===== src/rtl/aes_pkg.sv =====
`default_nettype none
// ============================================================================
// Package     : aes_pkg
// Description : Shared AES-128 key schedule definitions: round count, Rcon
//               table, S-box lookup, word helpers and controller state type.
// Revision    : 1.0 - initial release
// ============================================================================
package aes_pkg;

  localparam int NUM_ROUNDS = 10;

  // Controller states.
  typedef enum logic [0:0] {
    IDLE   = 1'b0,
    EXPAND = 1'b1
  } state_e;

  // Rcon indexed by round number; entry 0 and 11..15 are unused and zero.
  localparam logic [0:15][7:0] RCON =
    128'h00_01_02_04_08_10_20_40_80_1b_36_00_00_00_00_00;

  // Forward AES S-box, entry 0 in the most significant byte.
  localparam logic [0:255][7:0] SBOX = {
    128'h637c777bf26b6fc53001672bfed7ab76,
    128'hca82c97dfa5947f0add4a2af9ca472c0,
    128'hb7fd9326363ff7cc34a5e5f171d83115,
    128'h04c723c31896059a071280e2eb27b275,
    128'h09832c1a1b6e5aa0523bd6b329e32f84,
    128'h53d100ed20fcb15b6acbbe394a4c58cf,
    128'hd0efaafb434d338545f9027f503c9fa8,
    128'h51a3408f929d38f5bcb6da2110fff3d2,
    128'hcd0c13ec5f974417c4a77e3d645d1973,
    128'h60814fdc222a908846eeb814de5e0bdb,
    128'he0323a0a4906245cc2d3ac629195e479,
    128'he7c8376d8dd54ea96c56f4ea657aae08,
    128'hba78252e1ca6b4c6e8dd741f4bbd8b8a,
    128'h703eb5664803f60e613557b986c11d9e,
    128'he1f8981169d98e949b1e87e9ce5528df,
    128'h8ca1890dbfe6426841992d0fb054bb16
  };

  function automatic logic [7:0] sbox(input logic [7:0] b);
    return SBOX[b];
  endfunction

  function automatic logic [31:0] sub_word(input logic [31:0] w);
    return {sbox(w[31:24]), sbox(w[23:16]), sbox(w[15:8]), sbox(w[7:0])};
  endfunction

  function automatic logic [31:0] rot_word(input logic [31:0] w);
    return {w[23:0], w[31:24]};
  endfunction

  function automatic logic [7:0] rcon(input logic [3:0] r);
    return RCON[r];
  endfunction

endpackage
`default_nettype wire


===== src/rtl/key_round.sv =====
`default_nettype none
// ============================================================================
// Module      : key_round
// Description : Combinational AES-128 key schedule step: derives round key r
//               from round key r-1.
// Revision    : 1.0 - initial release
// ============================================================================
module key_round
  import aes_pkg::*;
(
  input  logic [127:0] key_i,
  input  logic [3:0]   round_i,
  output logic [127:0] next_key_o
);

  logic [31:0] w0, w1, w2, w3;
  logic [31:0] t;
  logic [31:0] n0, n1, n2, n3;

  assign {w0, w1, w2, w3} = key_i;

  // Only the first word sees the S-box; the rest ripple through XOR chain.
  assign t  = sub_word(rot_word(w3)) ^ {rcon(round_i), 24'h0};
  assign n0 = w0 ^ t;
  assign n1 = w1 ^ n0;
  assign n2 = w2 ^ n1;
  assign n3 = w3 ^ n2;

  assign next_key_o = {n0, n1, n2, n3};

endmodule
`default_nettype wire


===== src/rtl/key_expansion_ctrl.sv =====
`default_nettype none
// ============================================================================
// Module      : key_expansion_ctrl
// Description : Iterative AES-128 key expansion, one round key per cycle,
//               with an 11-entry round-key store and combinational read port.
// Revision    : 1.0 - initial release
// ============================================================================
module key_expansion_ctrl
  import aes_pkg::*;
#(
  parameter int NUM_ROUNDS = aes_pkg::NUM_ROUNDS
) (
  input  logic         clk,
  input  logic         reset,
  input  logic         start,
  input  logic [127:0] key_in,
  input  logic [3:0]   rk_sel,
  output logic [127:0] rk_out,
  output logic         busy,
  output logic         done,
  output logic         keys_valid
);

  localparam logic [3:0] LAST_ROUND = 4'(NUM_ROUNDS);

  state_e       state_q, state_d;
  logic [3:0]   round_q, round_d;
  logic         busy_q, busy_d;
  logic         done_q, done_d;
  logic         valid_q, valid_d;
  logic         load, step;
  logic [127:0] prev_key;
  logic [127:0] next_key;
  logic [127:0] rk_q [0:NUM_ROUNDS];

  // Control registers; reset abandons any expansion in flight.
  always_ff @(posedge clk or negedge reset) begin
    if (!reset) begin
      state_q <= IDLE;
      round_q <= 4'd0;
      busy_q  <= 1'b0;
      done_q  <= 1'b0;
      valid_q <= 1'b0;
    end else begin
      state_q <= state_d;
      round_q <= round_d;
      busy_q  <= busy_d;
      done_q  <= done_d;
      valid_q <= valid_d;
    end
  end

  // Next-state logic: start is only honoured in IDLE; the counter holds at the last round.
  always_comb begin
    state_d = state_q;
    round_d = round_q;
    busy_d  = busy_q;
    done_d  = 1'b0;
    valid_d = valid_q;
    load    = 1'b0;
    step    = 1'b0;
    case (state_q)
      IDLE: begin
        if (start) begin
          load    = 1'b1;
          round_d = 4'd1;
          busy_d  = 1'b1;
          valid_d = 1'b0;
          state_d = EXPAND;
        end
      end
      EXPAND: begin
        step = 1'b1;
        if (round_q == LAST_ROUND) begin
          state_d = IDLE;
          busy_d  = 1'b0;
          done_d  = 1'b1;
          valid_d = 1'b1;
        end else begin
          round_d = round_q + 4'd1;
        end
      end
      default: state_d = IDLE;
    endcase
  end

  // Previous round key feeding the schedule step; guarded so the index stays in range.
  always_comb begin
    prev_key = '0;
    if (round_q != 4'd0 && round_q <= LAST_ROUND) begin
      prev_key = rk_q[round_q - 4'd1];
    end
  end

  key_round u_key_round (
    .key_i      (prev_key),
    .round_i    (round_q),
    .next_key_o (next_key)
  );

  // Round-key store: cipher key on load, one derived key per EXPAND cycle.
  always_ff @(posedge clk or negedge reset) begin
    if (!reset) begin
      for (int i = 0; i <= NUM_ROUNDS; i++) begin
        rk_q[i] <= '0;
      end
    end else if (load) begin
      rk_q[0] <= key_in;
    end else if (step) begin
      rk_q[round_q] <= next_key;
    end
  end

  // Read port; indices past the last round key read as zero.
  always_comb begin
    rk_out = '0;
    if (rk_sel <= LAST_ROUND) begin
      rk_out = rk_q[rk_sel];
    end
  end

  assign busy       = busy_q;
  assign done       = done_q;
  assign keys_valid = valid_q;

endmodule
`default_nettype wire


===== config.mk =====
export PLATFORM = sky130hd
export DESIGN_NAME = key_expansion_ctrl
export DESIGN_NICKNAME = d
export VERILOG_FILES = /design/src/rtl/aes_pkg.sv /design/src/rtl/key_round.sv /design/src/rtl/key_expansion_ctrl.sv
export SDC_FILE = /design/constraint.sdc
export NUM_CORES = 2
export LEC_CHECK = 0
export CORE_UTILIZATION = 45
export DETAILED_ROUTE_END_ITERATION = 8
export PLACE_DENSITY = 0.6
export SKIP_CTS_REPAIR_TIMING = 1
export SLEW_MARGIN = 20
export SYNTH_ARGS = -nofsm -noshare
export SYNTH_HDL_FRONTEND = slang
export SYNTH_HIERARCHICAL = 1
export SYNTH_SLANG_ARGS = --single-unit

===== constraint.sdc =====
create_clock -name clk -period 13.11 [get_ports clk]
set_clock_uncertainty 0.2 [all_clocks]
set_input_delay 1.9665 -clock clk [delete_from_list [all_inputs] [get_ports clk]]
set_output_delay 1.9665 -clock clk [all_outputs]
set_load 0.01 [all_outputs]

After elaboration in Yosys (flattened, before gate mapping). Memories as Yosys holds them, arrays and structs flattened. Cells that the tools add are included.

Divide/modulo/power cells: 0. Multiply operators: 0. Reduce and logical (&&, ||, !) cells: 7. $lt $le $gt $ge: 10. Bitwise gates (word level): 14. Equality and inequality tests: 4. Add/subtract/negate cells: 2. Shift operators: 0. Muxes and demuxes: 39.

Operators by type and width (number): 1408-bit bitwise mux (1); 1408-bit two-way mux (1); 128-bit binary-select mux with 4-bit select (2); 128-bit two-way mux (8); 128-bit demux with 4-bit select (1); 32-bit bitwise XOR (5); 8-bit two-way mux (10); 9-bit >= comparator, second input constant (4); 8-bit inverter with 9-bit output (4); 5-bit >= comparator, second input constant (3); 4-bit inverter with 5-bit output (3); 1-bit two-way mux (10); 4-bit <= comparator, second input constant (2); 4-bit two-way mux (2); 4-bit case mux with 2 select lines (1); 1-bit case mux with 2 select lines (3); 2-bit AND reduction (3); 5-bit by 1-bit < comparator with 1-bit output, second input constant (1); 4-bit by 1-bit adder with 4-bit output, second input constant (1); 4-bit == test, second input constant (1); 2-bit inequality test, second input constant (2); 4-bit nonzero test (1); 4-bit by 1-bit subtractor with 4-bit output, second input constant (1); 1-bit logical AND (2); 3 further kinds (4).

Logic and storage cells: 97. Bits of input ports: 135. Memory bits (writable): 0. Output and inout port bits: 131. Memories: 5. Latch bits: 0. Flip-flop bits (word level): 1416. ROM bits: 8320.

Memory list: (name not given) (depth 256, width 8, read ports 1, clocked after memory_dff 0, wr ports 0, line aes_pkg.sv:43) `return SBOX[b];`; (name not given) (depth 256, width 8, read ports 1, clocked after memory_dff 0, wr ports 0, line aes_pkg.sv:43); (name not given) (depth 256, width 8, read ports 1, clocked after memory_dff 0, wr ports 0, line aes_pkg.sv:43); (name not given) (depth 256, width 8, read ports 1, clocked after memory_dff 0, wr ports 0, line aes_pkg.sv:43); (name not given) (depth 16, width 8, read ports 1, clocked after memory_dff 0, wr ports 0, line aes_pkg.sv:55) `return RCON[r];`.

Logic depth before layout (Yosys ltp).
Depth in word-level cells: 18. Gate-level depth with buffers: 30.

Modules after synthesis. The synthesis kept the hierarchy.

By module, submodules not included: key_expansion_ctrl (instances 1, area an instance 75413.6 um2, cells each 5677); key_round (instances 1, area an instance 15381.0 um2, cells each 2295).

Least setup slack after synthesis. OpenSTA, ideal clock, no wires.

Path type: reg-to-reg. Start: register round_q[0]. End: register rk_q[1038] in the netlist's numbering. Clock period less this slack: 6.917 ns. Setup slack: 6.193 ns. Stages on the path, launching flop included: 26. Data arrival time: 6.592 ns. Path through: dfrtp_1 -> buf_2 -> buf_2 -> buf_2 -> inv_1 -> ha_1 -> clkbuf_1 -> clkbuf_1 -> clkbuf_1 -> mux4_2 -> a221o_1 -> buf_2 -> buf_2 -> inv_1 -> ha_1 -> buf_2 -> nand2_1 -> o21ai_0 -> mux4_2 -> a2111oi_0 -> a311oi_1 -> xnor2_1 -> xnor2_1 -> xnor3_1 -> clkbuf_1 -> mux2_2.

Word-level cells in the longest chain between the ends: 16. Elaborated cells on any way between the ends: 25.

Ends and longest elaborated chain: from (decl) (line key_expansion_ctrl.sv:27) `logic [3:0] round_q, round_d;`; from (signal assigned) (line key_expansion_ctrl.sv:46) `round_q <= round_d;`; 4-bit by 1-bit subtractor with 4-bit output (line key_expansion_ctrl.sv:91) `prev_key = rk_q[round_q - 4'd1];`; 4-bit inverter with 5-bit output (implied by the code) (line key_expansion_ctrl.sv:91); 128-bit binary-select mux with 4-bit select (line key_expansion_ctrl.sv:91); 128-bit two-way mux (implied by the code) (2 in series) (line key_expansion_ctrl.sv:91); 128-bit two-way mux * (line key_expansion_ctrl.sv:90) `if (round_q != 4'd0 && round_q <= LAST_ROUND) begin`; net prev_key[1] (line key_expansion_ctrl.sv:32) `logic [127:0] prev_key;`; 8-bit inverter with 9-bit output (implied by the code) * (line aes_pkg.sv:43); memory read 256 x 8 bit *; 8-bit two-way mux (implied by the code) * (2 in series) (line aes_pkg.sv:43); 32-bit bitwise XOR * (line key_round.sv:23) `assign t = sub_word(rot_word(w3)) ^ {rcon(round_i), 24'h0};`; 32-bit bitwise XOR * (line key_round.sv:24) `assign n0 = w0 ^ t;`; net next_key[110] (line key_expansion_ctrl.sv:33) `logic [127:0] next_key;`; 32-bit bitwise XOR * (line key_round.sv:25) `assign n1 = w1 ^ n0;`; 32-bit bitwise XOR * (line key_round.sv:26) `assign n2 = w2 ^ n1;`; 32-bit bitwise XOR * (line key_round.sv:27) `assign n3 = w3 ^ n2;`; net next_key[14] (line key_expansion_ctrl.sv:33); 1408-bit bitwise mux * (line key_expansion_ctrl.sv:110) `rk_q[round_q] <= next_key;`; to (signal, indexed assignment) (line key_expansion_ctrl.sv:110); to (decl) (line key_expansion_ctrl.sv:34) `logic [127:0] rk_q [0:NUM_ROUNDS];`.

Mark *: on every way through the listed nets, which the timed path passes. The rest lies on a longest branch. The select of a mux whose other input is x is not followed. A chain may end at the register's enable or synchronous reset.

Final worst setup path.
Start: register round_q[0]. End: register rk_q[660] in the netlist's numbering.

Word-level cells in the longest chain between the ends: 16. Elaborated cells on any way between the ends: 25.

Ends and longest elaborated chain (line): 4-bit by 1-bit subtractor with 4-bit output (key_expansion_ctrl.sv:91); 4-bit inverter with 5-bit output (implied by the code) (key_expansion_ctrl.sv:91); 128-bit binary-select mux with 4-bit select (key_expansion_ctrl.sv:91); 128-bit two-way mux (implied by the code) (2 in series) (key_expansion_ctrl.sv:91); 128-bit two-way mux * (key_expansion_ctrl.sv:90); net prev_key[9] (key_expansion_ctrl.sv:32); 8-bit inverter with 9-bit output (implied by the code) * (aes_pkg.sv:43); memory read 256 x 8 bit *; 8-bit two-way mux (implied by the code) * (2 in series) (aes_pkg.sv:43); 32-bit bitwise XOR * (key_round.sv:23); 32-bit bitwise XOR * (key_round.sv:24); 32-bit bitwise XOR * (key_round.sv:25); 32-bit bitwise XOR * (key_round.sv:26); net next_key[52] (key_expansion_ctrl.sv:33); 32-bit bitwise XOR * (key_round.sv:27); net next_key[20] (key_expansion_ctrl.sv:33); 1408-bit bitwise mux * (key_expansion_ctrl.sv:110).

Marked as above.

==> metrics <==
Final ANT Viol Nets=0; Placement Rows=164; WP buf/inv=4; die width=451 um; Fillers=17662; Fin. Hold Viols=0; failing checks=DRC; Ports=266; HPWL after DPL=218000 um; Crit path depth=17; placed cell count=10189; die area=204000 um2; Max Fanout on Critical Path=41; Die H=451 um; setup TNS=0 ps; slew at the pin closest to its max-slew limit=1190 ps; Syn Nets=8171; Synth Flop Type=dfrtp_1; Synth cell types=90; initial drt markers=8338; endpoint class of the critical path=flip-flop; iteration count of the initial detailed-routing pass=8; status=complete, but fails checks; multi-input logic area=51700 um2; Synth area leader=dfrtp_1; Avg Cell Area, Syn=11.4 um2; min Tclk post-route=9090 ps; synthesis warning total=6; Worst slew margin=18.6%; starting density of the core=45.4%; floorplan core area=200000 um2; CP startpoint kind=flip-flop; period utilization=69.4%; Mapped Cells=7972; Layout Area Growth over Synthesis=10.6%; clk sinks=1416; Worst-path clk slew=60 ps; first-pass GRT wire length=520000 um; Total GRT Usage=34.7%; Max Clock Freq=110 MHz; Mapped Area=90800 um2; CP Data Required Time=13690 ps; family with the most delay on the worst path=multiplexers; wire per inst=34.4 um; setup violators final=0; fraction of layout cells with a size suffix above 1=30.7%; PortBufs=265; clk_lat worst skew=850 ps; worst hold path depth=2; critical path's slowest cell=nor2_1; largest net degree at the start of global routing=178; proportion of netlist area held by the largest area contributor=39.0%; Slew Limit Fails=0; MaxCap Viol Count=0; number of synthesized register bits=1416; Critical Path AT=9670 ps; CTS root buffer=clkbuf_16; H-tree Lvls=4; CP max stage delay=1010 ps; Post-Layout Cell Count=10486; DR vias=71922; Register Area=35400 um2; Seq/Total Area, Yosys=39.0%; top cells by area, synth=dfrtp_1, mux2_2, mux4_2; CTS tree=yes; hold crit path type=flip-flop to flip-flop; GPL Wtd Cong=1.05; # DRC=10; vias per inst=6.86; initial antenna violation count=5; Setup CP Type=flip-flop to flip-flop; number of global-route vias before repair=71653; Layout Nets=7898; ys async rst share=100%; CTS Buffer Depth=3; worst reg2reg path depth=17; CTS Buf Count=164; final WL=360000 um; CP cell instances=inv_1, ha_4, buf_4, mux4_2, a221o_1, buf_4, inv_1, ha_1, nor2_1, nor3_1, nor3_1, o31a_1, o221ai_1, mux2i_1, xnor2_2, xnor2_1, mux2_2; total grt overflow=0; EDFF count, synth=0; RSZ-0062 raised after global routing=false
## cell usage in the layout (no fill, tap or decap), types with 124 or more instances in the layout
cell type / synthesis / layout
dfrtp_1: 1416 / 1415
mux2_2: 1287 / 1287
nand2_1: 834 / 829
mux4_2: 551 / 551
a21oi_1: 302 / 302
nor2_1: 301 / 300
mux2i_1: 300 / 300
a22oi_1: 265 / 265
clkdlybuf4s50_1: 0 / 260
o21ai_0: 179 / 179
clkbuf_16: 0 / 164
buf_4: 27 / 161
o22ai_1: 142 / 142
nor2b_1: 130 / 127
a221o_1: 138 / 124
## flip-flops by register name, summed over array words and instances, names as in the netlist
name,cells
round_q,4
busy,1
done,1
keys_valid,1
state_q,1
rk_q,1408
## worst min-delay path: stages (launching register included)
cell	delay, ps
dfrtp_1	360
nand2_1	50
nand2_1	50
## area by class of cell
type / count / area share [%]
Multi-Input combinational cell: 5613 / 51.5
Sequential cell: 1416 / 35.3
Clock buffer: 235 / 4.68
Timing Repair Buffer: 448 / 4.30
Tap cell: 2656 / 3.31
Clock inverter: 58 / 0.723
Inverter: 56 / 0.214
Antenna cell: 4 / 0.00997
## stage by stage
step	util, %	area, um2	hold WS [ps]	setup WS [ps]
after floorplan	-	90800	258	6190
after global placement	47.4	94800	281	4130
after detailed placement	47.4	94900	286	4100
after CTS	50.1	100000	302	4100
after global routing	50.2	100000	325	3670
final	50.2	100000	301	4020
## routing by layer
metal  global-route usage, %  part of all wire, %  vias up
li1                        -                    -    29331
met1                    46.2                   40    37870
met2                    52.8                   45     3913
met3                    7.52                  9.0      802
met4                    19.0                  6.1        6
met5                   0.663                0.060        -
## cell families (layout without fill, tap and decap cells)
family	after synthesis	in the layout	share of synthesized area (%)
xor+xnor	199	199	2.23
simple gates	1720	1720	8.69
fa+ha+maj	64	64	0.882
other cells	0	4	0
mux	2141	2141	33.0
compound gates	1489	1489	11.6
flops	1416	1416	39.0
buf+inv	943	797	4.61
## Yosys cell counts (10+ instances only)
cell type,instances
o221ai_1,14
o2111ai_1,22
a22oi_1,265
a21oi_1,302
xnor2_2,15
nor2_1,301
xnor3_1,10
nand2_1,834
a311o_1,10
o311ai_0,32
o31a_1,10
a221o_1,138
nand2b_1,80
a211oi_1,51
clkbuf_1,480
and3_1,28
buf_2,300
mux2i_1,300
ha_1,64
nor3_1,56
a31oi_1,41
mux2_2,1287
buf_6,23
o21ai_0,179
or2_2,21
o22ai_1,142
xnor2_1,116
a2111oi_0,18
a311oi_1,42
xor2_1,55
dfrtp_1,1416
a221oi_1,26
nor3b_1,12
a211o_1,14
nor2b_1,130
and2_1,22
or3_1,16
o211ai_1,51
o31ai_1,29
inv_1,49
buf_4,27
and2b_1,77
nand3_1,95
mux4_2,551
buf_1,57
## worst paths after layout
check	from	slack [ps]	end
max	round_q[0]	4020	rk_q[660]
min	rk_q[1324]	300	rk_q[1324]
max reg2reg	round_q[0]	4020	rk_q[660]
min reg2reg	rk_q[1324]	300	rk_q[1324]
max in group asynchronous	reset	8770	rk_q[825]
min in group asynchronous	reset	870	rk_q[595]
Power is not shown: default switching activity piles up to over one toggle a cycle in this logic, so the estimate is an artifact.
